<file path="config.mk">
export PLATFORM = sky130hd
export DESIGN_NAME = operator_input_hub
export DESIGN_NICKNAME = d
export VERILOG_FILES = /design/src/rtl/operator_input_hub_pkg.sv /design/src/rtl/operator_input_hub_keypad_scanner.sv /design/src/rtl/operator_input_hub.sv
export SDC_FILE = /design/constraint.sdc
export NUM_CORES = 1
export LEC_CHECK = 0
export ABC_AREA = 1
export CAP_MARGIN = 5
export CORE_MARGIN = 2
export CORE_UTILIZATION = 30
export DETAILED_ROUTE_END_ITERATION = 12
export GPL_ROUTABILITY_DRIVEN = 0
export GPL_TIMING_DRIVEN = 0
export HOLD_SLACK_MARGIN = 0.03
export MAX_ROUTING_LAYER = met4
export PLACE_DENSITY = 0.55
export REMOVE_ABC_BUFFERS = 1
export SLEW_MARGIN = 30
export SYNTH_ARGS = -nofsm -noshare
export SYNTH_HDL_FRONTEND = slang
export SYNTH_SLANG_ARGS = --single-unit
</file>
<file path="constraint.sdc">
create_clock -name clk_i -period 3.62 [get_ports clk_i]
set_clock_uncertainty 0.05 [all_clocks]
set_input_delay 0.724 -clock clk_i [delete_from_list [all_inputs] [get_ports clk_i]]
set_output_delay 0.724 -clock clk_i [all_outputs]
set_load 0.05 [all_outputs]
</file>
<file path="src/rtl/operator_input_hub_pkg.sv">
// rtl/operator_input_hub_pkg.sv - shared key codes, stand modes, entry states and BCD helper
package operator_input_hub_pkg;

  localparam logic [3:0] KEY_MODE   = 4'hA;
  localparam logic [3:0] KEY_SIGN   = 4'hB;
  localparam logic [3:0] KEY_CLEAR  = 4'hC;
  localparam logic [3:0] KEY_FIELD  = 4'hD;
  localparam logic [3:0] KEY_COMMIT = 4'hE;
  localparam logic [3:0] KEY_CANCEL = 4'hF;

  localparam logic [1:0] MODE_ANGLE_DEMANDED = 2'd0;
  localparam logic [1:0] MODE_SINE           = 2'd1;
  localparam logic [1:0] MODE_AUX2           = 2'd2;
  localparam logic [1:0] MODE_AUX3           = 2'd3;

  typedef enum logic [1:0] {
    ST_IDLE,
    ST_ENTRY_ANGLE,
    ST_ENTRY_AMPL,
    ST_ENTRY_FREQ
  } entry_state_e;

  // Two packed BCD digits to binary; digits are 0-9 so the result is at most 99.
  function automatic logic [7:0] bcd2bin(input logic [7:0] bcd);
    bcd2bin = (8'(bcd[7:4]) * 8'd10) + 8'(bcd[3:0]);
  endfunction

endpackage

</file>
<file path="src/rtl/operator_input_hub_keypad_scanner.sv">
// rtl/operator_input_hub_keypad_scanner.sv - keypad row scan, column synchroniser, frame decode, debounce
module keypad_scanner #(
  parameter int NUM_ROWS        = 4,
  parameter int NUM_COLS        = 4,
  parameter int SCAN_PRESCALE   = 50_000,
  parameter int DEBOUNCE_FRAMES = 4
) (
  input  logic                clk_i,
  input  logic                nReset_i,
  input  logic                enable_i,
  input  logic [NUM_COLS-1:0] cols_i,
  output logic [NUM_ROWS-1:0] rows_o,
  output logic                key_valid_o,
  output logic [3:0]          key_code_o
);

  localparam int PW = $clog2(SCAN_PRESCALE + 1);
  localparam int RW = (NUM_ROWS > 1) ? $clog2(NUM_ROWS) : 1;
  localparam int DW = $clog2(DEBOUNCE_FRAMES + 1);

  logic [PW-1:0]       pre_q;
  logic [RW-1:0]       row_q;
  logic [NUM_COLS-1:0] sync1_q, sync2_q;
  logic [1:0]          frame_hits_q;
  logic [3:0]          frame_code_q;
  logic                pressed_q, pressed_d;
  logic [3:0]          cand_q, cand_d;
  logic [DW-1:0]       deb_q, deb_d;
  logic                key_valid_q;
  logic [3:0]          key_code_q;

  logic       dwell_end, frame_end, frame_key, fire;
  logic [1:0] row_hits, tot_hits;
  logic [2:0] hit_sum;
  logic [3:0] row_col, frame_code;

  assign dwell_end = (pre_q == PW'(SCAN_PRESCALE - 1));
  assign frame_end = dwell_end && (row_q == RW'(NUM_ROWS - 1));

  always_comb begin
    rows_o = '1;
    if (enable_i) rows_o[row_q] = 1'b0;
  end

  // Low-column count saturates at 2: anything beyond one key in a frame is a ghost.
  always_comb begin
    row_hits = 2'd0;
    row_col  = 4'd0;
    for (int c = 0; c < NUM_COLS; c++) begin
      if (!sync2_q[c]) begin
        row_col = 4'(c);
        if (row_hits != 2'd2) row_hits = row_hits + 2'd1;
      end
    end
  end

  assign hit_sum    = {1'b0, frame_hits_q} + {1'b0, row_hits};
  assign tot_hits   = (hit_sum > 3'd1) ? 2'd2 : hit_sum[1:0];
  assign frame_code = (row_hits != 2'd0) ? 4'(int'(row_q) * NUM_COLS + int'(row_col)) : frame_code_q;
  assign frame_key  = (tot_hits == 2'd1);

  always_comb begin
    pressed_d = pressed_q;
    cand_d    = cand_q;
    deb_d     = deb_q;
    fire      = 1'b0;
    if (frame_end) begin
      if (!pressed_q) begin
        if (frame_key) begin
          if (frame_code == cand_q) begin
            deb_d = deb_q + DW'(1);
          end else begin
            cand_d = frame_code;
            deb_d  = DW'(1);
          end
          if (deb_d == DW'(DEBOUNCE_FRAMES)) begin
            fire      = 1'b1;
            pressed_d = 1'b1;
            deb_d     = '0;
          end
        end else begin
          deb_d = '0;
        end
      end else begin
        if (!frame_key) begin
          deb_d = deb_q + DW'(1);
          if (deb_d == DW'(DEBOUNCE_FRAMES)) begin
            pressed_d = 1'b0;
            deb_d     = '0;
          end
        end else begin
          deb_d = '0;
        end
      end
    end
  end

  always_ff @(posedge clk_i or negedge nReset_i) begin
    if (!nReset_i) begin
      pre_q        <= '0;
      row_q        <= '0;
      sync1_q      <= '1;
      sync2_q      <= '1;
      frame_hits_q <= '0;
      frame_code_q <= '0;
      pressed_q    <= 1'b0;
      cand_q       <= '0;
      deb_q        <= '0;
      key_valid_q  <= 1'b0;
      key_code_q   <= '0;
    end else begin
      sync1_q <= cols_i;
      sync2_q <= sync1_q;
      if (!enable_i) begin
        pre_q        <= '0;
        row_q        <= '0;
        frame_hits_q <= '0;
        frame_code_q <= '0;
        pressed_q    <= 1'b0;
        cand_q       <= '0;
        deb_q        <= '0;
        key_valid_q  <= 1'b0;
      end else begin
        key_valid_q <= fire;
        if (fire) key_code_q <= cand_d;
        pressed_q <= pressed_d;
        cand_q    <= cand_d;
        deb_q     <= deb_d;
        if (dwell_end) begin
          pre_q        <= '0;
          row_q        <= (row_q == RW'(NUM_ROWS - 1)) ? '0 : row_q + RW'(1);
          frame_hits_q <= frame_end ? 2'd0 : tot_hits;
          frame_code_q <= frame_end ? 4'd0 : frame_code;
        end else begin
          pre_q <= pre_q + PW'(1);
        end
      end
    end
  end

  assign key_valid_o = key_valid_q;
  assign key_code_o  = key_code_q;

endmodule

</file>
<file path="src/rtl/operator_input_hub.sv">
// rtl/operator_input_hub.sv - keypad-driven setpoint entry for mode, angle and sine amplitude/frequency
module operator_input_hub
  import operator_input_hub_pkg::*;
#(
  parameter int NUM_ROWS             = 4,
  parameter int NUM_COLS             = 4,
  parameter int SCAN_PRESCALE        = 50_000,
  parameter int DEBOUNCE_FRAMES      = 4,
  parameter int ANGLE_RESOLUTION_INT = 9,
  parameter int ANGLE_DEG_SHAFT_MAX  = 37,
  parameter int AMP_DEG_RESOLUTION   = 6,
  parameter int FREQ_SINE_MSB        = 7
) (
  input  logic                            clk_i,
  input  logic                            nReset_i,
  input  logic                            enable_i,
  input  logic [NUM_COLS-1:0]             cols_i,
  output logic [NUM_ROWS-1:0]             rows_o,
  output logic                            key_valid_o,
  output logic [3:0]                      key_code_o,
  output logic [1:0]                      mode_o,
  output logic [ANGLE_RESOLUTION_INT-1:0] angle_demanded_o,
  output logic [AMP_DEG_RESOLUTION-1:0]   ampl_sine_o,
  output logic [FREQ_SINE_MSB:0]          freq_sine_o,
  output logic                            entry_active_o,
  output logic [7:0]                      entry_BCD_o
);

  localparam int MAG_W  = ANGLE_RESOLUTION_INT - 1;
  localparam int FREQ_W = FREQ_SINE_MSB + 1;

  logic       key_valid;
  logic [3:0] key_code;
  logic       is_digit;

  entry_state_e state_q, state_d;
  logic [7:0]                      buf_q, buf_d;
  logic                            sign_q, sign_d;
  logic [7:0]                      amp_stage_q, amp_stage_d;
  logic [1:0]                      mode_q, mode_d;
  logic [ANGLE_RESOLUTION_INT-1:0] angle_q, angle_d;
  logic [AMP_DEG_RESOLUTION-1:0]   ampl_q, ampl_d;
  logic [FREQ_W-1:0]               freq_q, freq_d;

  logic [7:0]                    ang_bin;
  logic [MAG_W-1:0]              ang_mag;
  logic [AMP_DEG_RESOLUTION-1:0] amp_clamped;

  keypad_scanner #(
    .NUM_ROWS       (NUM_ROWS),
    .NUM_COLS       (NUM_COLS),
    .SCAN_PRESCALE  (SCAN_PRESCALE),
    .DEBOUNCE_FRAMES(DEBOUNCE_FRAMES)
  ) u_scanner (
    .clk_i      (clk_i),
    .nReset_i   (nReset_i),
    .enable_i   (enable_i),
    .cols_i     (cols_i),
    .rows_o     (rows_o),
    .key_valid_o(key_valid),
    .key_code_o (key_code)
  );

  assign is_digit    = (key_code <= 4'd9);
  assign ang_bin     = bcd2bin(buf_q);
  assign ang_mag     = (ang_bin > 8'(ANGLE_DEG_SHAFT_MAX)) ? MAG_W'(ANGLE_DEG_SHAFT_MAX) : MAG_W'(ang_bin);
  assign amp_clamped = (amp_stage_q > 8'(ANGLE_DEG_SHAFT_MAX)) ? AMP_DEG_RESOLUTION'(ANGLE_DEG_SHAFT_MAX)
                                                               : AMP_DEG_RESOLUTION'(amp_stage_q);

  always_ff @(posedge clk_i or negedge nReset_i) begin
    if (!nReset_i) state_q <= ST_IDLE;
    else           state_q <= state_d;
  end

  always_comb begin
    state_d = state_q;
    if (!enable_i) begin
      state_d = ST_IDLE;
    end else if (key_valid) begin
      case (state_q)
        ST_IDLE: begin
          if (key_code == KEY_FIELD) begin
            if (mode_q == MODE_ANGLE_DEMANDED) state_d = ST_ENTRY_ANGLE;
            else if (mode_q == MODE_SINE)      state_d = ST_ENTRY_AMPL;
          end
        end
        ST_ENTRY_ANGLE: begin
          if (key_code == KEY_COMMIT || key_code == KEY_CANCEL) state_d = ST_IDLE;
        end
        ST_ENTRY_AMPL: begin
          if (key_code == KEY_CANCEL) state_d = ST_IDLE;
          else if (key_code == KEY_COMMIT || key_code == KEY_FIELD) state_d = ST_ENTRY_FREQ;
        end
        ST_ENTRY_FREQ: begin
          if (key_code == KEY_CANCEL) state_d = ST_IDLE;
          else if (key_code == KEY_COMMIT && buf_q != 8'h00) state_d = ST_IDLE;
        end
        default: state_d = ST_IDLE;
      endcase
    end
  end

  always_comb begin
    buf_d       = buf_q;
    sign_d      = sign_q;
    amp_stage_d = amp_stage_q;
    mode_d      = mode_q;
    angle_d     = angle_q;
    ampl_d      = ampl_q;
    freq_d      = freq_q;
    if (!enable_i) begin
      buf_d       = 8'h00;
      sign_d      = 1'b0;
      amp_stage_d = 8'h00;
    end else if (key_valid) begin
      if (state_q == ST_IDLE) begin
        if (key_code == KEY_MODE) mode_d = mode_q + 2'd1;
      end else begin
        if (is_digit) buf_d = {buf_q[3:0], key_code};
        if (key_code == KEY_CLEAR) buf_d = 8'h00;
        if (key_code == KEY_SIGN && state_q == ST_ENTRY_ANGLE) sign_d = ~sign_q;
        if (key_code == KEY_COMMIT && state_q == ST_ENTRY_ANGLE)
          angle_d = {sign_q & (ang_mag != '0), ang_mag};
        if ((key_code == KEY_COMMIT || key_code == KEY_FIELD) && state_q == ST_ENTRY_AMPL)
          amp_stage_d = ang_bin;
        if (key_code == KEY_COMMIT && state_q == ST_ENTRY_FREQ && buf_q != 8'h00) begin
          freq_d = FREQ_W'(buf_q);
          ampl_d = amp_clamped;
        end
      end
      // Any state change starts the next field (or IDLE) with a blank, positive buffer.
      if (state_d != state_q) begin
        buf_d  = 8'h00;
        sign_d = 1'b0;
      end
    end
  end

  always_ff @(posedge clk_i or negedge nReset_i) begin
    if (!nReset_i) begin
      buf_q       <= 8'h00;
      sign_q      <= 1'b0;
      amp_stage_q <= 8'h00;
      mode_q      <= MODE_ANGLE_DEMANDED;
      angle_q     <= '0;
      ampl_q      <= '0;
      freq_q      <= FREQ_W'(1);
    end else begin
      buf_q       <= buf_d;
      sign_q      <= sign_d;
      amp_stage_q <= amp_stage_d;
      mode_q      <= mode_d;
      angle_q     <= angle_d;
      ampl_q      <= ampl_d;
      freq_q      <= freq_d;
    end
  end

  always_comb begin
    entry_active_o = (state_q != ST_IDLE);
  end

  assign key_valid_o      = key_valid;
  assign key_code_o       = key_code;
  assign mode_o           = mode_q;
  assign angle_demanded_o = angle_q;
  assign ampl_sine_o      = ampl_q;
  assign freq_sine_o      = freq_q;
  assign entry_BCD_o      = buf_q;

endmodule

</file>
==> impl_results.md, run 1 <==
* Status: completed
* Die height at 132.2 um
* Top routing layer used: met4
* Total detailed-routing wirelength at 11190 um
* Drt via density at 4.640
* Commonest register cell after synthesis: sky130_fd_sc_hd__dfrtp_1
* Horizontal die dimension at 132.2 um
* Seq cells post-synth at 89
* Global router's overall resource usage at 13.73%
* Sinks on the clock net at 89
* Final-report setup violation count at 0
* Pin count of the biggest net entering global routing at 68
* Number of flops mapped to enable cells by yosys at 0
* Die Area at 17460 um^2
* Nets at 674
* Clock period minus final worst setup slack at 3323 ps
* CP dominant cell by count: sky130_fd_sc_hd__nand2_1
* Critical path's top delay family: simple AND/OR/NAND/NOR gates
* Overall via count from detail_route at 4014
* Worst Path Arrival at 3510 ps
* H-tree depth at 3
* Number of antenna violations at the first check in global routing at 0
* Setup TNS at 0 ps
* Number of diodes at 0
* Maximum count of clock buffers along a single path at 2
* Routed length on met3 at 539 um
* Total congestion overflow at 0
* Placement-stage cell area at 5674 um^2
* Setup repair bufs after CTS at 0
* Core area at 15940 um^2
* Remaining design rule violation count at 0
* Critical path destination: u_scanner.key_code_o[0]
* Register area share after synthesis at 45.43%
* Kind of critical path: reg -> reg
* Detailed Routing Iterations Pass 1 at 4
* Number of cell rows at 46
* Buffering stage count on the worst path with inverters included at 4
* Placed wire-length estimate at 8248 um
* Kind of launch point of the worst setup path: flop
* Vias in the first global route at 4056
* Count of max-cap constraint violations at 0
* Maximum frequency from static timing analysis at 300.9 MHz
* Number of top-level pins at 50
* Post-Syn Instances at 592
* Detailed-route wire length per cell at 12.94 um
* Later-pin clock latency in the skew report at 350 ps
* Slowest cell on crit path: sky130_fd_sc_hd__dfstp_2
* Number of endpoints with negative hold slack in the final report at 0
* Synthesized area per cell at 8.323 um^2
* Wire length of the first global-routing pass at 19170 um
* Post-synthesis cell area at 4927 um^2
* Routed length on met1 at 5093 um
* Fraction of final layout cells with drive strength greater than 1 at 12.02%
* # port buffers at 49
* Crit share post-route at 91.80%
* Area added between synthesis and finish at 21.25%
* CTS tree: yes
* Sum of internal, switching and leakage power at 2.061 mW
* Power per cell area at 344.9 nW/um^2
* Final worst hold slack at 169.7 ps
* Proportion of register bits with asynchronous set or reset after synthesis at 100.0%
* Class of the tightest hold or removal check: in -> async
* Start point of the critical path: u_scanner.sync2_q[1]
* Distinct cell type count of the synthesized netlist at 45
* Count of final max-slew check failures at 0
* Critical register-to-register path startpoint: u_scanner.sync2_q[1]
* CTS hold repair buffers at 0
* R2r endpoint: u_scanner.key_code_o[0]
* Crit path capture type: flop
* Metal2 WL at 5451 um
* Stages on the worst setup path at 19
* Longest individual stage delay on the worst path at 560 ps
* Post-detailed-route count of antenna-violating nets at 0
* Leakage power at 2.788 nW
* RSZ-0062 raised after global routing: no
* Yosys synthesis warning count at 0
* Normalized max-slew margin at 48.19%
* Clock-pin transition on the worst setup and hold timing paths at 60 ps
* Cells along the critical path: inv_1 > ha_1 > nand2_1 > and2_1 > ha_1 > o21ai_4 > inv_1 > ha_1 > inv_1 > fa_1 > nand2_1 > inv_1 > nand2_1 > nor2_2 > nand3_4 > nor2_4 > nand3_2 > nand2_1 > nand2_1
* Worst-case vdd ir drop at 0.2239 mV
* Setup slack of the most critical reg-to-reg path at 300 ps
* Post-Layout Inst Area at 5974 um^2
* Clk Tree Root Cell: sky130_fd_sc_hd__clkbuf_16
* Crit path required time at 3810 ps
* Transition time at the pin with the least slew margin at 775.3 ps
* Starting utilization of the core area at 30.91%
* TritonCTS buffer count at 9
* CP Max Fanout at 9
* Number of cells traversed by the worst register-to-register path at 19
* DRC violation total after the first TritonRoute iteration at 227
-- synthesized netlist by cell type (2+ instances only) --
master	n	share of area, %
sky130_fd_sc_hd__xnor2_1	3	0.53
sky130_fd_sc_hd__nor3_1	7	0.71
sky130_fd_sc_hd__a211oi_1	4	0.61
sky130_fd_sc_hd__nand2_2	12	1.5
sky130_fd_sc_hd__a21oi_1	10	1.0
sky130_fd_sc_hd__clkbuf_1	6	0.46
sky130_fd_sc_hd__fa_1	3	1.2
sky130_fd_sc_hd__xor2_1	4	0.71
sky130_fd_sc_hd__nand2_1	132	10
sky130_fd_sc_hd__nand3_2	8	1.6
sky130_fd_sc_hd__o31ai_1	5	0.76
sky130_fd_sc_hd__dfrtp_1	80	41
sky130_fd_sc_hd__o21a_1	2	0.30
sky130_fd_sc_hd__nor2_1	58	4.4
sky130_fd_sc_hd__nor2_2	3	0.38
sky130_fd_sc_hd__o21ai_4	2	0.66
sky130_fd_sc_hd__nor3b_1	6	0.91
sky130_fd_sc_hd__o22ai_1	5	0.63
sky130_fd_sc_hd__inv_1	73	5.6
sky130_fd_sc_hd__nor4_1	3	0.38
sky130_fd_sc_hd__nor2_4	3	0.69
sky130_fd_sc_hd__or2_2	2	0.25
sky130_fd_sc_hd__o21ai_1	3	0.30
sky130_fd_sc_hd__dfstp_2	9	4.8
sky130_fd_sc_hd__buf_4	2	0.30
sky130_fd_sc_hd__a31oi_1	3	0.38
sky130_fd_sc_hd__nor4_4	2	0.86
sky130_fd_sc_hd__o21ai_0	32	3.3
sky130_fd_sc_hd__inv_2	10	0.76
sky130_fd_sc_hd__nand4_1	9	1.1
sky130_fd_sc_hd__nand2_4	2	0.46
sky130_fd_sc_hd__ha_1	20	5.1
sky130_fd_sc_hd__nand3_1	57	5.8
-- cell families (layout without fill, tap and decap cells) --
logic type,Yosys count,after routing,synth area share [%]
buffers and inverters,92,149,7.186
AO/OA/AOI/OAI,70,70,8.659
adder cells (fa/ha/maj),23,23,6.298
flip-flops,89,89,45.43
AND/OR/NAND/NOR,311,311,31.18
XOR/XNOR,7,7,1.244
-- cell usage in the layout (no fill, tap or decap), types with 2 or more instances in the layout --
master and instances:
sky130_fd_sc_hd__nor3b_1 6, sky130_fd_sc_hd__o21ai_4 2, sky130_fd_sc_hd__o21a_1 2, sky130_fd_sc_hd__clkinv_2 2
sky130_fd_sc_hd__nor2_4 4, sky130_fd_sc_hd__nand2_4 2, sky130_fd_sc_hd__dfstp_2 9, sky130_fd_sc_hd__inv_1 73
sky130_fd_sc_hd__or2_2 2, sky130_fd_sc_hd__o21ai_1 3, sky130_fd_sc_hd__ha_1 20, sky130_fd_sc_hd__inv_2 10
sky130_fd_sc_hd__o21ai_0 32, sky130_fd_sc_hd__nor2_1 57, sky130_fd_sc_hd__nand4_1 9, sky130_fd_sc_hd__clkdlybuf4s50_1 47
sky130_fd_sc_hd__clkbuf_16 9, sky130_fd_sc_hd__o31ai_1 5, sky130_fd_sc_hd__nor2_2 3, sky130_fd_sc_hd__clkinv_4 2
sky130_fd_sc_hd__clkbuf_1 2, sky130_fd_sc_hd__fa_1 3, sky130_fd_sc_hd__a211oi_1 4, sky130_fd_sc_hd__nand2_1 132
sky130_fd_sc_hd__o22ai_1 5, sky130_fd_sc_hd__nor3_1 7, sky130_fd_sc_hd__nor4_4 2, sky130_fd_sc_hd__a31oi_1 3
sky130_fd_sc_hd__xnor2_1 3, sky130_fd_sc_hd__a21oi_1 10, sky130_fd_sc_hd__nand3_4 2, sky130_fd_sc_hd__nand3_1 57
sky130_fd_sc_hd__nand3_2 7, sky130_fd_sc_hd__nor4_1 3, sky130_fd_sc_hd__xor2_1 4, sky130_fd_sc_hd__dfrtp_1 80
sky130_fd_sc_hd__nand2_2 12
-- worst min-delay path by stage --
stage,from,to,slack [ps],cells after the start
2_1_floorplan,u_scanner.sync1_q[0],u_scanner.sync2_q[0],300,0
3_3_place_gp,u_scanner.sync1_q[3],u_scanner.sync2_q[3],300,0
3_5_place_dp,u_scanner.sync1_q[1],u_scanner.sync2_q[1],300,0
4_1_cts,nReset_i,angle_demanded_o[6],160,1
5_1_grt,nReset_i,angle_demanded_o[6],170,1
6_report,nReset_i,angle_demanded_o[6],170,1
-- final cells by class --
class                   instances  area, um^2
well taps                     216       270.3
fillers                      1621        9968
clock buffers                  11       232.7
repair buffers                 50       514.2
inverters                      83       311.5
multi-input cells             411        2350
clock inverters                 5       57.56
flip-flops and latches         89        2238
-- metal layers --
| metal | GRT usage (%) | up-vias |
|---|---|---|
| li1 | - | 2032 |
| met1 | 16.42 | 1897 |
| met2 | 22.19 | 74 |
| met3 | 4.306 | 11 |
| met4 | 4.167 | 0 |
| met5 | - | - |
-- sequential cells by signal (all words and copies together) (netlist names), 3 cells and up --
register and cells:
ampl_sine_o 6, entry_BCD_o 8, u_scanner.sync2_q 4, u_scanner.sync1_q 4, u_scanner.pre_q 16, u_scanner.frame_code_q 4
freq_sine_o 8, amp_stage_q 8, angle_demanded_o 9, u_scanner.cand_q 4, u_scanner.deb_q 3, u_scanner.key_code_o 4
-- power breakdown --
part	internal, mW	switching, mW	leakage (nW)	total (mW)
clock	0.535	0.389	0.143	0.924
sequential	1.01	0.00850	1.19	1.02
combinational	0.0366	0.0841	1.45	0.121
-- repair_timing --
action,4_1_cts,5_1_grt
resized for setup,1,3
endpoints found under the setup margin,1,5
gates cloned,0,0
-- per-stage QoR --
| stage | std cells | utilization, % | setup slack, ps |
|---|---|---|---|
| floorplan | 583 | - | 510.8 |
| CTS | 865 | 37.40 | 141.3 |
| detailed placement | 849 | 35.59 | -67.06 |
| global placement | 848 | 35.41 | -1545 |
| finish | 865 | 37.47 | 296.7 |
| global route | 865 | 37.47 | 9.914 |
Power figures use the tool's default switching activity.
==> run 2: changes to the inputs <==
--- a/config.mk
+++ b/config.mk
@@ -16,6 +16,7 @@
 export MAX_ROUTING_LAYER = met4
 export PLACE_DENSITY = 0.55
 export REMOVE_ABC_BUFFERS = 1
+export SETUP_SLACK_MARGIN = 0.5
 export SLEW_MARGIN = 30
 export SYNTH_ARGS = -nofsm -noshare
 export SYNTH_HDL_FRONTEND = slang
==> impl_results.md, run 2 (synthesized netlist as in run 1, its figures left out) <==
* Crit path required time at 3810 ps
* Die Area at 17460 um^2
* Starting utilization of the core area at 30.91%
* Normalized max-slew margin at 48.44%
* Status: completed
* CP Max Fanout at 5
* Overall via count from detail_route at 4087
* Number of top-level pins at 50
* CP dominant cell by count: sky130_fd_sc_hd__inv_2
* Power per cell area at 340.7 nW/um^2
* Placed wire-length estimate at 8248 um
* Detailed Routing Iterations Pass 1 at 4
* Worst-case vdd ir drop at 0.2203 mV
* Leading cell types in the layout, fill and taps excluded: sky130_fd_sc_hd__nand2_1, sky130_fd_sc_hd__dfrtp_1, sky130_fd_sc_hd__inv_1, sky130_fd_sc_hd__nand3_1, sky130_fd_sc_hd__nor2_1
* Vias in the first global route at 4122
* TritonCTS buffer count at 9
* Nets at 684
* Fraction of final layout cells with drive strength greater than 1 at 15.48%
* Final-report setup violation count at 0
* Final worst hold slack at 169.3 ps
* Crit path capture type: flop
* Later-pin clock latency in the skew report at 350 ps
* Class of the tightest hold or removal check: in -> async
* Clock period minus final worst setup slack at 3012 ps
* Leakage power at 2.843 nW
* Total congestion overflow at 0
* Final core area utilization at 38.39%
* Setup TNS at 0 ps
* Core area at 15940 um^2
* CTS tree: yes
* # port buffers at 49
* Slowest cell on crit path: sky130_fd_sc_hd__dfstp_2
* CTS hold repair buffers at 0
* Critical path's top delay family: adder cells
* Count of max-cap constraint violations at 0
* Number of diodes at 0
* Buffering stage count on the worst path with inverters included at 4
* Longest individual stage delay on the worst path at 540 ps
* Number of endpoints with negative hold slack in the final report at 0
* Register containing the most flip-flops in the final layout: u_scanner.pre_q
* Placement-stage cell area at 5674 um^2
* Clk Tree Root Cell: sky130_fd_sc_hd__clkbuf_16
* Total detailed-routing wirelength at 11430 um
* Remaining design rule violation count at 0
* Wire length of the first global-routing pass at 19420 um
* Detailed-route wire length per cell at 13.06 um
* Flip-flop count of the largest register after layout at 16
* RSZ-0062 raised after global routing: yes
* Maximum frequency from static timing analysis at 332.0 MHz
* Global router's overall resource usage at 13.90%
* Transition time at the pin with the least slew margin at 771.6 ps
* Area added between synthesis and finish at 24.23%
* Number of cell rows at 46
* DRC violation total after the first TritonRoute iteration at 227
* Kind of launch point of the worst setup path: flop
* Worst Setup Slack post-DPL at -67.06 ps
* Number of filler cells placed in the layout at 1599
* Drt via density at 4.671
* Pin count of the biggest net entering global routing at 68
* Smallest setup slack after layout at 607.9 ps
* Die height at 132.2 um
* Clock-pin transition on the worst setup and hold timing paths at 60 ps
* Leading cell type in the layout, fill and taps excluded: sky130_fd_sc_hd__nand2_1
* H-tree depth at 3
* Horizontal die dimension at 132.2 um
* Number of antenna violations at the first check in global routing at 0
* Post-detailed-route count of antenna-violating nets at 0
* Sinks on the clock net at 89
* Worst Path Arrival at 3200 ps
* Crit share post-route at 83.21%
* Maximum count of clock buffers along a single path at 2
* Count of final max-slew check failures at 0
* Cells along the critical path: inv_2 > ha_4 > nand2_2 > and2_4 > ha_4 > o21ai_4 > inv_1 > ha_2 > inv_2 > fa_1 > nand2_1 > inv_2 > nand2_4 > nor2_4 > nand3_4 > nor2_4 > nand3_4 > nand2_2 > nand2_1
* Post-Layout Inst Area at 6121 um^2
* Kind of critical path: reg -> reg
-- run 2: cell count changes in the layout (fill, tap and decap cells not counted), sizes merged --
cell and change:
clkdlybuf4s15 +1, buf +9
-- run 2: worst reg2reg max path, stage by stage, from the launching register on --
cell and delay (ps):
sky130_fd_sc_hd__dfstp_2 540, sky130_fd_sc_hd__inv_2 40, sky130_fd_sc_hd__ha_4 220, sky130_fd_sc_hd__nand2_2 60
sky130_fd_sc_hd__and2_4 150, sky130_fd_sc_hd__ha_4 130, sky130_fd_sc_hd__o21ai_4 50, sky130_fd_sc_hd__inv_1 60
sky130_fd_sc_hd__ha_2 170, sky130_fd_sc_hd__inv_2 40, sky130_fd_sc_hd__fa_1 530, sky130_fd_sc_hd__nand2_1 60
sky130_fd_sc_hd__inv_2 70, sky130_fd_sc_hd__nand2_4 80, sky130_fd_sc_hd__nor2_4 110, sky130_fd_sc_hd__nand3_4 110
sky130_fd_sc_hd__nor2_4 160, sky130_fd_sc_hd__nand3_4 130, sky130_fd_sc_hd__nand2_2 80, sky130_fd_sc_hd__nand2_1 60
-- run 2: repair_timing --
| action | CTS | global route |
|---|---|---|
| setup endpoints to repair | 36 | 10 |
| resized for setup | 12 | 12 |
| pin swaps | 6 | 13 |
| setup buffers | 5 | 5 |
-- run 2: path summary, 6_finish.rpt --
kind                                       from  slack [ps]  depth (start not counted)                      end
hold reg to reg            u_scanner.sync1_q[1]         310                          0     u_scanner.sync2_q[1]
min in group clk_i         u_scanner.sync1_q[1]         310                          0     u_scanner.sync2_q[1]
hold / removal                         nReset_i         170                          1      angle_demanded_o[6]
setup / recovery           u_scanner.sync2_q[1]         610                         19  u_scanner.key_code_o[0]
setup reg to reg           u_scanner.sync2_q[1]         610                         19  u_scanner.key_code_o[0]
max in group asynchronous              nReset_i        2710                          2     u_scanner.sync2_q[2]
-- run 2: metrics by stage --
step                instances  power, mW
floorplan                 583      1.101
global placement          848      1.151
detailed placement        849      1.157
CTS                       870      2.108
global route              875      2.177
finish                    875      2.085
-- run 2: cell type report --
type	count	area (um^2)	share of cell area [%]
Tap cell	216	270.3	4.415
Inverter	83	311.5	5.090
Clock inverter	5	57.56	0.9403
Timing Repair Buffer	60	595.6	9.730
Multi-Input combinational cell	411	2415	39.45
Clock buffer	11	232.7	3.802
Sequential cell	89	2238	36.57
-- run 2: power breakdown --
group | switching [mW] | internal [mW] | total, mW
clock network | 0.390 | 0.535 | 0.925
logic | 0.0930 | 0.0516 | 0.145
registers | 0.00824 | 1.01 | 1.02
-- run 2: routing by layer --
metal,vias up,routed length [um],global-route usage (%)
li1,2052,-,-
met1,1934,5083,16.47
met2,88,5627,22.71
met3,13,571,4.306
met4,0,143,4.167
met5,-,0,-
==> run 3: changes to the inputs <==
--- a/config.mk
+++ b/config.mk
@@ -14,7 +14,7 @@
 export GPL_TIMING_DRIVEN = 0
 export HOLD_SLACK_MARGIN = 0.03
 export MAX_ROUTING_LAYER = met4
-export PLACE_DENSITY = 0.55
+export PLACE_DENSITY = 0.56
 export REMOVE_ABC_BUFFERS = 1
 export SETUP_SLACK_MARGIN = 0.5
 export SLEW_MARGIN = 30
==> constraint.sdc (replaced) <==
create_clock -name clk_i -period 2.5 [get_ports clk_i]
set_clock_uncertainty 0.05 [all_clocks]
set_input_delay 0.5 -clock clk_i [delete_from_list [all_inputs] [get_ports clk_i]]
set_output_delay 0.5 -clock clk_i [all_outputs]
set_load 0.05 [all_outputs]
==> impl_results.md, run 3 (synthesized netlist as in run 1, its figures left out) <==
* Status: finished, violations left
* Failing checks: negative setup slack
* Global router's overall resource usage at 15.50%
* Number of cell rows at 46
* Leakage power at 3.180 nW
* # port buffers at 49
* Total congestion overflow at 0
* Post-detailed-route count of antenna-violating nets at 0
* Final-report setup violation count at 17
* Horizontal die dimension at 132.2 um
* Remaining design rule violation count at 0
* Setup TNS at -5514 ps
* Count of final max-slew check failures at 0
* Flip-flop count of the largest register after layout at 16
* Later-pin clock latency in the skew report at 340 ps
* Fraction of final layout cells with drive strength greater than 1 at 30.17%
* Maximum frequency from static timing analysis at 339.8 MHz
* Normalized max-slew margin at 57.92%
* Class of the tightest hold or removal check: reg -> reg
* Post-Layout Inst Area at 6740 um^2
* Sinks on the clock net at 89
* Placed wire-length estimate at 8470 um
* Leading cell types in the layout, fill and taps excluded: sky130_fd_sc_hd__nand2_1, sky130_fd_sc_hd__dfrtp_1, sky130_fd_sc_hd__inv_1, sky130_fd_sc_hd__nor2_1, sky130_fd_sc_hd__nand3_1
* Clock period minus final worst setup slack at 2943 ps
* Kind of launch point of the worst setup path: flop
* Crit path required time at 2710 ps
* H-tree depth at 3
* Maximum count of clock buffers along a single path at 2
* RSZ-0062 raised after global routing: yes
* Power per cell area at 453.9 nW/um^2
* Nets at 712
* Crit path capture type: flop
* Kind of critical path: reg -> reg
* Leading cell type in the layout, fill and taps excluded: sky130_fd_sc_hd__nand2_1
* Placement-stage cell area at 5669 um^2
* Worst Setup Slack post-DPL at -1029 ps
* Core area at 15940 um^2
* Count of max-cap constraint violations at 0
* Worst Path Arrival at 3150 ps
* Area added between synthesis and finish at 36.80%
* DRC violation total after the first TritonRoute iteration at 183
* Wire length of the first global-routing pass at 21380 um
* Die height at 132.2 um
* Sum of internal, switching and leakage power at 3.060 mW
* Vias in the first global route at 4363
* Starting utilization of the core area at 30.91%
* Clk Tree Root Cell: sky130_fd_sc_hd__clkbuf_16
* Pin count of the biggest net entering global routing at 60
* Detailed Routing Iterations Pass 1 at 4
* Detailed-route wire length per cell at 14.29 um
* Number of top-level pins at 50
* Worst-case vdd ir drop at 0.3295 mV
* CTS tree: yes
* Drt via density at 4.796
* Final core area utilization at 42.28%
* Total detailed-routing wirelength at 12890 um
* Number of endpoints with negative hold slack in the final report at 0
* Crit share post-route at 117.7%
* Transition time at the pin with the least slew margin at 629.7 ps
* Die Area at 17460 um^2
* CP Max Fanout at 4
* Register containing the most flip-flops in the final layout: u_scanner.pre_q
* Number of antenna violations at the first check in global routing at 0
* Smallest setup slack after layout at -443.2 ps
* Overall via count from detail_route at 4326
* Number of diodes at 0
* TritonCTS buffer count at 9
* Clock-pin transition on the worst setup and hold timing paths at 60 ps
[run 3: cell count changes in the layout (fill, tap and decap cells not counted), sizes merged, moves of 2 or more]
cell           before  now
clkinv              4    2
clkbuf             11   17
dlygate4sd2         0   32
buf                12   42
clkdlybuf4s50      47    4
[run 3: path summary, 6_finish.rpt]
| kind | from | end | slack (ps) | depth (start not counted) |
|---|---|---|---|---|
| max | u_scanner.sync2_q[1] | u_scanner.cand_q[1] | -440 | 18 |
| min | u_scanner.sync1_q[0] | u_scanner.sync2_q[0] | 300 | 0 |
| max reg2reg | u_scanner.sync2_q[1] | u_scanner.cand_q[1] | -440 | 18 |
| min reg2reg | u_scanner.sync1_q[0] | u_scanner.sync2_q[0] | 300 | 0 |
| max in group asynchronous | nReset_i | freq_sine_o[0] | 1230 | 3 |
| min in group asynchronous | nReset_i | angle_demanded_o[6] | 560 | 2 |
[run 3: per-layer routing]
metal	wire length [um]	share of wire (%)	global-route usage [%]	vias to the layer above
met3	405	3.1	3.537	12
met5	0	0	-	-
met2	6556	51	26.07	79
li1	-	-	-	2114
met4	178	1.4	4.650	0
met1	5746	45	18.52	2121
[run 3: final cells by class]
type	instances	area, um^2
clock buffers	11	232.7
clock inverters	4	47.55
fillers	1560	9203
inverters	83	319.1
multi-input cells	413	2861
flip-flops and latches	89	2247
well taps	216	270.3
repair buffers	86	762.0
[run 3: where the power goes]
| group | internal, mW | switching [mW] |
|---|---|---|
| registers | 1.46 | 0.0137 |
| logic | 0.103 | 0.165 |
| clock network | 0.766 | 0.553 |
| total | 2.33 | 0.732 |
[run 3: critical path: stages (launching register included)]
cell	delay, ps
sky130_fd_sc_hd__dfstp_2	540
sky130_fd_sc_hd__inv_2	50
sky130_fd_sc_hd__ha_4	240
sky130_fd_sc_hd__nand2_4	60
sky130_fd_sc_hd__and2_4	150
sky130_fd_sc_hd__ha_4	130
sky130_fd_sc_hd__o21ai_4	50
sky130_fd_sc_hd__inv_2	70
sky130_fd_sc_hd__ha_4	120
sky130_fd_sc_hd__inv_2	30
sky130_fd_sc_hd__fa_1	480
sky130_fd_sc_hd__nand2_1	60
sky130_fd_sc_hd__inv_2	70
sky130_fd_sc_hd__nand2_4	70
sky130_fd_sc_hd__nor2_4	120
sky130_fd_sc_hd__nand3_4	120
sky130_fd_sc_hd__buf_4	160
sky130_fd_sc_hd__buf_6	110
sky130_fd_sc_hd__a211oi_2	170
[run 3: per-stage QoR]
| step | hold slack (ps) | std cells |
|---|---|---|
| 4_1_cts | 303.2 | 895 |
| 3_5_place_dp | 296.8 | 849 |
| 2_1_floorplan | 154.4 | 583 |
| 6_report | 304.5 | 902 |
| 3_3_place_gp | 298.5 | 848 |
| 5_1_grt | 304.3 | 902 |
[run 3: repair_timing]
action | in CTS | in global routing
endpoints found under the setup margin | 91 | 68
hold buffers | 1 | 0
setup buffers | 28 | 7
pin swaps | 35 | 25
gates cloned | 2 | 0
gates resized for setup | 167 | 55
hold endpoints to repair | 22 | 0
==> RTL change 1, RTL diff (config.mk and constraints of run 3) <==
`buf_q` and `amp_stage_q` no longer have a reset.
--- a/src/rtl/operator_input_hub.sv
+++ b/src/rtl/operator_input_hub.sv
@@ -140,5 +140,3 @@
     if (!nReset_i) begin
-      buf_q       <= 8'h00;
       sign_q      <= 1'b0;
-      amp_stage_q <= 8'h00;
       mode_q      <= MODE_ANGLE_DEMANDED;
@@ -148,5 +146,3 @@
     end else begin
-      buf_q       <= buf_d;
       sign_q      <= sign_d;
-      amp_stage_q <= amp_stage_d;
       mode_q      <= mode_d;
@@ -156,2 +152,7 @@
     end
+  end
+
+  always_ff @(posedge clk_i) begin
+    buf_q       <= buf_d;
+    amp_stage_q <= amp_stage_d;
   end
Behaviour: no difference found for any inputs over 10 cycles, from zero or initial values and one cycle with nReset_i low; that may be too few to reach the edited logic, so the function may still have changed.
==> RTL change 1 against run 3 <==
The flow still finishes with violations (setup timing). Power is 0.11% higher. Non-clock buffer count is 11 higher. Sequential cell count stayed put. Count of clock-buffer cells in the layout is 3 higher. Synthesized area is 4.0% lower. Wire length is 4.1% lower. Largest power group unchanged. Cell area is 1.4% higher. Cell count is 0.44% higher. First-iteration DRC count is 3.3% higher. Worst setup slack better by 0.018 ns.
==> RTL change 1: results (changes against run 3) <==
Clock tree
  – CTS Buf Count: 9 (unchanged)
  – Clock transition at path regs: 0.06 ns (about the same)
  – H-tree depth: 3 (unchanged)
  – CTS root buf: clkbuf_16
  – Clk buf depth: 2 (unchanged)
  – Skew-Pair Late Insertion Delay: 0.35 ns

Synth
  – Seq/Total Area, Yosys: 45.63% (+0.21 points)
  – Most common library cells after synthesis: nand2_1, inv_1, nor2_1
  – Dominant cells by area after synthesis: dfrtp_1, nand2_1, dfxtp_1
  – Post-synthesis mux area share: 0% (unchanged)
  – Syn. warnings: 0 (unchanged)
  – Ys async rst share: 82.02% (-18 points)
  – Adder-Cell Fraction of Synth Area: 6.561% (+0.26 points)
  – Post-synthesis xor/xnor area fraction: 1.296% (+0.052 points)
  – Compound-cell area share of the yosys netlist: 10.37% (+1.7 points)
  – Synth unique cells: 43 (-4.4%)

Setup path
  – CP delay by family, top: adder cells
  – R2R Path Start: u_scanner.sync2_q[1]
  – Worst Path Arrival: 3.11 ns (-0.04 ns)
  – Slowest stage delay, CP: 0.55 ns
  – Critical path's slowest cell: dfstp_2
  – Crit Path Max Fanout: 5 (+1)
  – Worst reg2reg path depth: 21 (+3)
  – Terminus of the critical flop-to-flop path: u_scanner.key_code_o[3]

Pwr
  – VDD IR-drop max: 0.0002910 V (-12%)
  – Static leakage: 3.220 nW (+1.3%)

GRT
  – Gr usage total: 15.45% (-0.045 points)
  – Antenna violations before repair: 0 (unchanged)
  – Vias in the first global route: 4152 (-4.8%)
  – Largest net degree at the start of global routing: 45 (-25%)
  – First-pass GRT wire length: 19800 um (-7.4%)

Placed design
  – Detail Placement HPWL: 7913 um (-6.6%)
  – Dpl cell area: 5459 um2 (-3.7%)
  – Input/output buffers: 49 (unchanged)
  – DP Worst Slack: -1.404 ns (-0.3756 ns)

Final layout
  – Max FFs per register: 16 (unchanged)
  – Filler Cells Inserted: 1476 (-5.4%)
  – NumNets Final: 720 (+1.1%)
  – Reg with most FFs: u_scanner.pre_q
  – Share of cells above drive strength 1: 35.68% (+5.5 points)
  – ANT cells: 0 (unchanged)

Status
  – Status: finished with violations
  – Violated checks: setup timing

Hold path
  – Type of the worst min-delay path: in2async

Timing
  – Post-route worst setup slack: -0.4251 ns (+0.01812 ns)
  – Setup-failing EPs final: 14 (-3)
  – Rel. slew slack: 61.00% (+3.1 points)

Detailed routing
  – Drt first pass iters: 5 (+1)
  – Via density: 4.694 (-2.1%)
  – Number of DRC markers in iteration 0: 189 (+3.3%)
  – Routed WL per cell: 13.64 um (-4.5%)
-- RTL change 1: cell types whose count changed after synthesis, moves of 7 or more --
cell	run 3	this run
a21oi_1	10	18
dfrtp_1	80	64
dfxtp_1	0	16
nor2_1	58	66
inv_1	73	82
nand3_2	8	1
nand3_1	57	43
-- RTL change 1: power breakdown --
part           internal [mW]  switching, mW  total, mW
registers               1.45        0.00989       1.46
clock network          0.831          0.552       1.38
logic                 0.0876          0.136      0.224
total                   2.36          0.698       3.06
-- RTL change 1: timing repair --
action	in CTS	in global routing
resized for setup	168	112
endpoints found under the setup margin	121	56
buffers inserted	28	19
gates cloned	2	0
pin swaps	32	51
-- RTL change 1: layout make-up --
type	count	area (um2)	area share [%]
Multi-Input combinational cell	405	2920	42.72
Timing Repair Buffer	97	823.3	12.04
Tap cell	211	264.0	3.862
Sequential cell	89	2186	31.98
Inverter	88	340.3	4.979
Clock buffer	14	264.0	3.862
Clock inverter	2	37.54	0.5491
-- RTL change 1: logic make-up after synthesis --
group	after synthesis
flip-flops	89
XOR/XNOR	7
AO/OA/AOI/OAI	80
adder cells (fa/ha/maj)	23
buffers and inverters	97
AND/OR/NAND/NOR	293
-- RTL change 1: worst max-delay path by stage --
stage	startpoint	endpoint	slack (ns)	cells after the start
3_5_place_dp	enable_i	u_scanner.pre_q[11]	-1.40	5
3_3_place_gp	nReset_i	u_scanner.deb_q[1]	-1.75	1
4_1_cts	u_scanner.sync2_q[1]	u_scanner.key_code_o[3]	-0.55	20
6_report	u_scanner.sync2_q[1]	u_scanner.key_code_o[3]	-0.43	21
2_1_floorplan	u_scanner.sync2_q[0]	u_scanner.key_code_o[1]	-0.74	20
5_1_grt	u_scanner.sync2_q[1]	u_scanner.key_code_o[3]	-0.57	21
-- RTL change 1: layer usage --
layer / GRT usage [%] / up-vias / wire [um]
li1: - / 2125 / -
met1: 17.56 / 2035 / 5248
met2: 26.86 / 74 / 6440
met3: 3.633 / 19 / 438
met4: 4.997 / 0 / 231
met5: - / - / 0
-- RTL change 1: worst register-to-register path: stages (launching register included) --
cell     delay (ns)
dfstp_2        0.55
inv_2          0.05
ha_4           0.26
inv_2          0.03
nand2_2        0.06
o21ai_4        0.08
buf_6          0.12
nand2_4        0.05
o21ai_4        0.06
inv_2          0.07
ha_4           0.12
inv_2          0.03
fa_1           0.48
nand2_1        0.06
inv_2          0.07
nand2_4        0.07
nor2_4         0.11
nand3_4        0.10
nor2_4         0.16
nand3_4        0.11
nand2_1        0.08
nand2_1        0.05
-- RTL change 1: through the flow --
step                cells  hold slack (ns)  TNS (ns)
global placement      840           0.2962   -169.06
floorplan             580           0.1544    -7.580
detailed placement    841           0.2984    -51.00
global route          906           0.1491    -6.834
CTS                   887           0.1253    -6.380
finish                906           0.1053    -4.875
==> RTL change 2, RTL diff (config.mk and constraints of run 3) <==
Without the edit above. `ANGLE_RESOLUTION_INT`: 9 -> 10.
--- a/src/rtl/operator_input_hub.sv
+++ b/src/rtl/operator_input_hub.sv
@@ -8,3 +8,3 @@
   parameter int DEBOUNCE_FRAMES      = 4,
-  parameter int ANGLE_RESOLUTION_INT = 9,
+  parameter int ANGLE_RESOLUTION_INT = 10,
   parameter int ANGLE_DEG_SHAFT_MAX  = 37,
Interface: changed (resized angle_demanded_o); port bits go from 50 to 51. The function was not compared with the original's and may differ.
==> RTL change 2 against run 3 <==
The flow still finishes with violations (setup timing). Core utilization rose by 1.9 points. Synthesized cell count fell by 1.2%. Worst setup slack got worse by 0.090 ns. Non-clock buffer count rose by 18. Wire length rose by 0.91%. Synthesized area fell by 2.1%. Power rose by 2.9%. Critical path depth fell by 1. Cell area rose by 3.6%. Hold slack improved by 0.0011 ns. Sequential cell count did not move. Critical path type unchanged.
==> RTL change 2: results (changes against run 3) <==
Status
  – Status: finished with violations
  – Violated checks: setup timing

Final layout
  – NumNets Final: 724 (+1.7%)
  – Non-clk bufs: 104 (+21%)
  – Area of the multi-input gates: 2920 um2 (+2.1%)
  – Filler Cells Inserted: 1507 (-3.4%)
  – Invs w/o clock: 86 (+3.6%)
  – Multi-input gates: 404 (-2.2%)
  – Signal buf overhead: 13.13% (+1.8 points)
  – Clock-cell share of area: 4.352% (+0.19 points)
  – Sequential cell area share: 32.22% (-1.1 points)

Setup path
  – Worst Path Arrival: 3.26 ns (+0.11 ns)
  – Worst reg2reg path depth: 17 (-1)

Synth
  – Cells after Synth: 585 (-1.2%)
  – Most common library cells after synthesis: nand2_1, dfrtp_1, inv_1
  – Seq/Total Area, Yosys: 46.41% (+0.98 points)
  – Dominant cells by area after synthesis: dfrtp_1, nand2_1, inv_1

Pwr
  – Sw frac: 24.51% (+0.60 points)
  – P_comb: 283 uW (+6%)
  – Combinational power share: 9.0% (+0.2 points)
  – VDD IR-drop max: 0.0003489 V (+5.9%)
  – P_clk: 1.40 mW (+6%)

Clock tree
  – PostCTS Resize Cnt: 152 (-9.0%)
  – Post-CTS setup buffer count: 31 (+11%)

Timing
  – Setup-failing EPs final: 17 (unchanged)
  – Post-route worst setup slack: -0.5330 ns (-0.08979 ns)

Placed design
  – Dpl cell area: 5567 um2 (-1.8%)
  – Cell Count Post-Placement: 842 (-0.82%)

Hold path
  – Hold path endpoint: u_scanner.sync2_q[1]

GRT
  – Grt met3 use: 3.094% (-0.44 points)
  – First-pass GRT wire length: 21090 um (-1.4%)
  – Global routing usage on met2: 26.81% (+0.74 points)
  – Vias in the first global route: 4357 (-0.14%)

Detailed routing
  – Final WL: 13000 um (+0.91%)
## RTL change 2: critical path, cell delays in order, from the launching register on
cell	delay (ns)
dfstp_2	0.54
inv_2	0.05
ha_4	0.25
nand2_2	0.05
and2_4	0.15
ha_4	0.26
nor2_2	0.03
o21bai_4	0.17
fa_1	0.48
nand2_1	0.07
inv_2	0.08
nand2_4	0.07
buf_4	0.13
buf_6	0.12
buf_4	0.12
o22ai_1	0.15
nand3_1	0.10
nand2_1	0.08
## RTL change 2: logic make-up (layout without fill, tap and decap cells)
kind of cell / Yosys count / count (layout) / share of synthesized area, %
flops: 89 / 89 / 46.41
fa+ha+maj: 23 / 23 / 6.433
buf+inv: 95 / 206 / 7.652
other cells: 1 / 1 / 0.07775
compound gates: 65 / 65 / 8.457
simple gates: 304 / 307 / 29.52
xor+xnor: 8 / 8 / 1.453
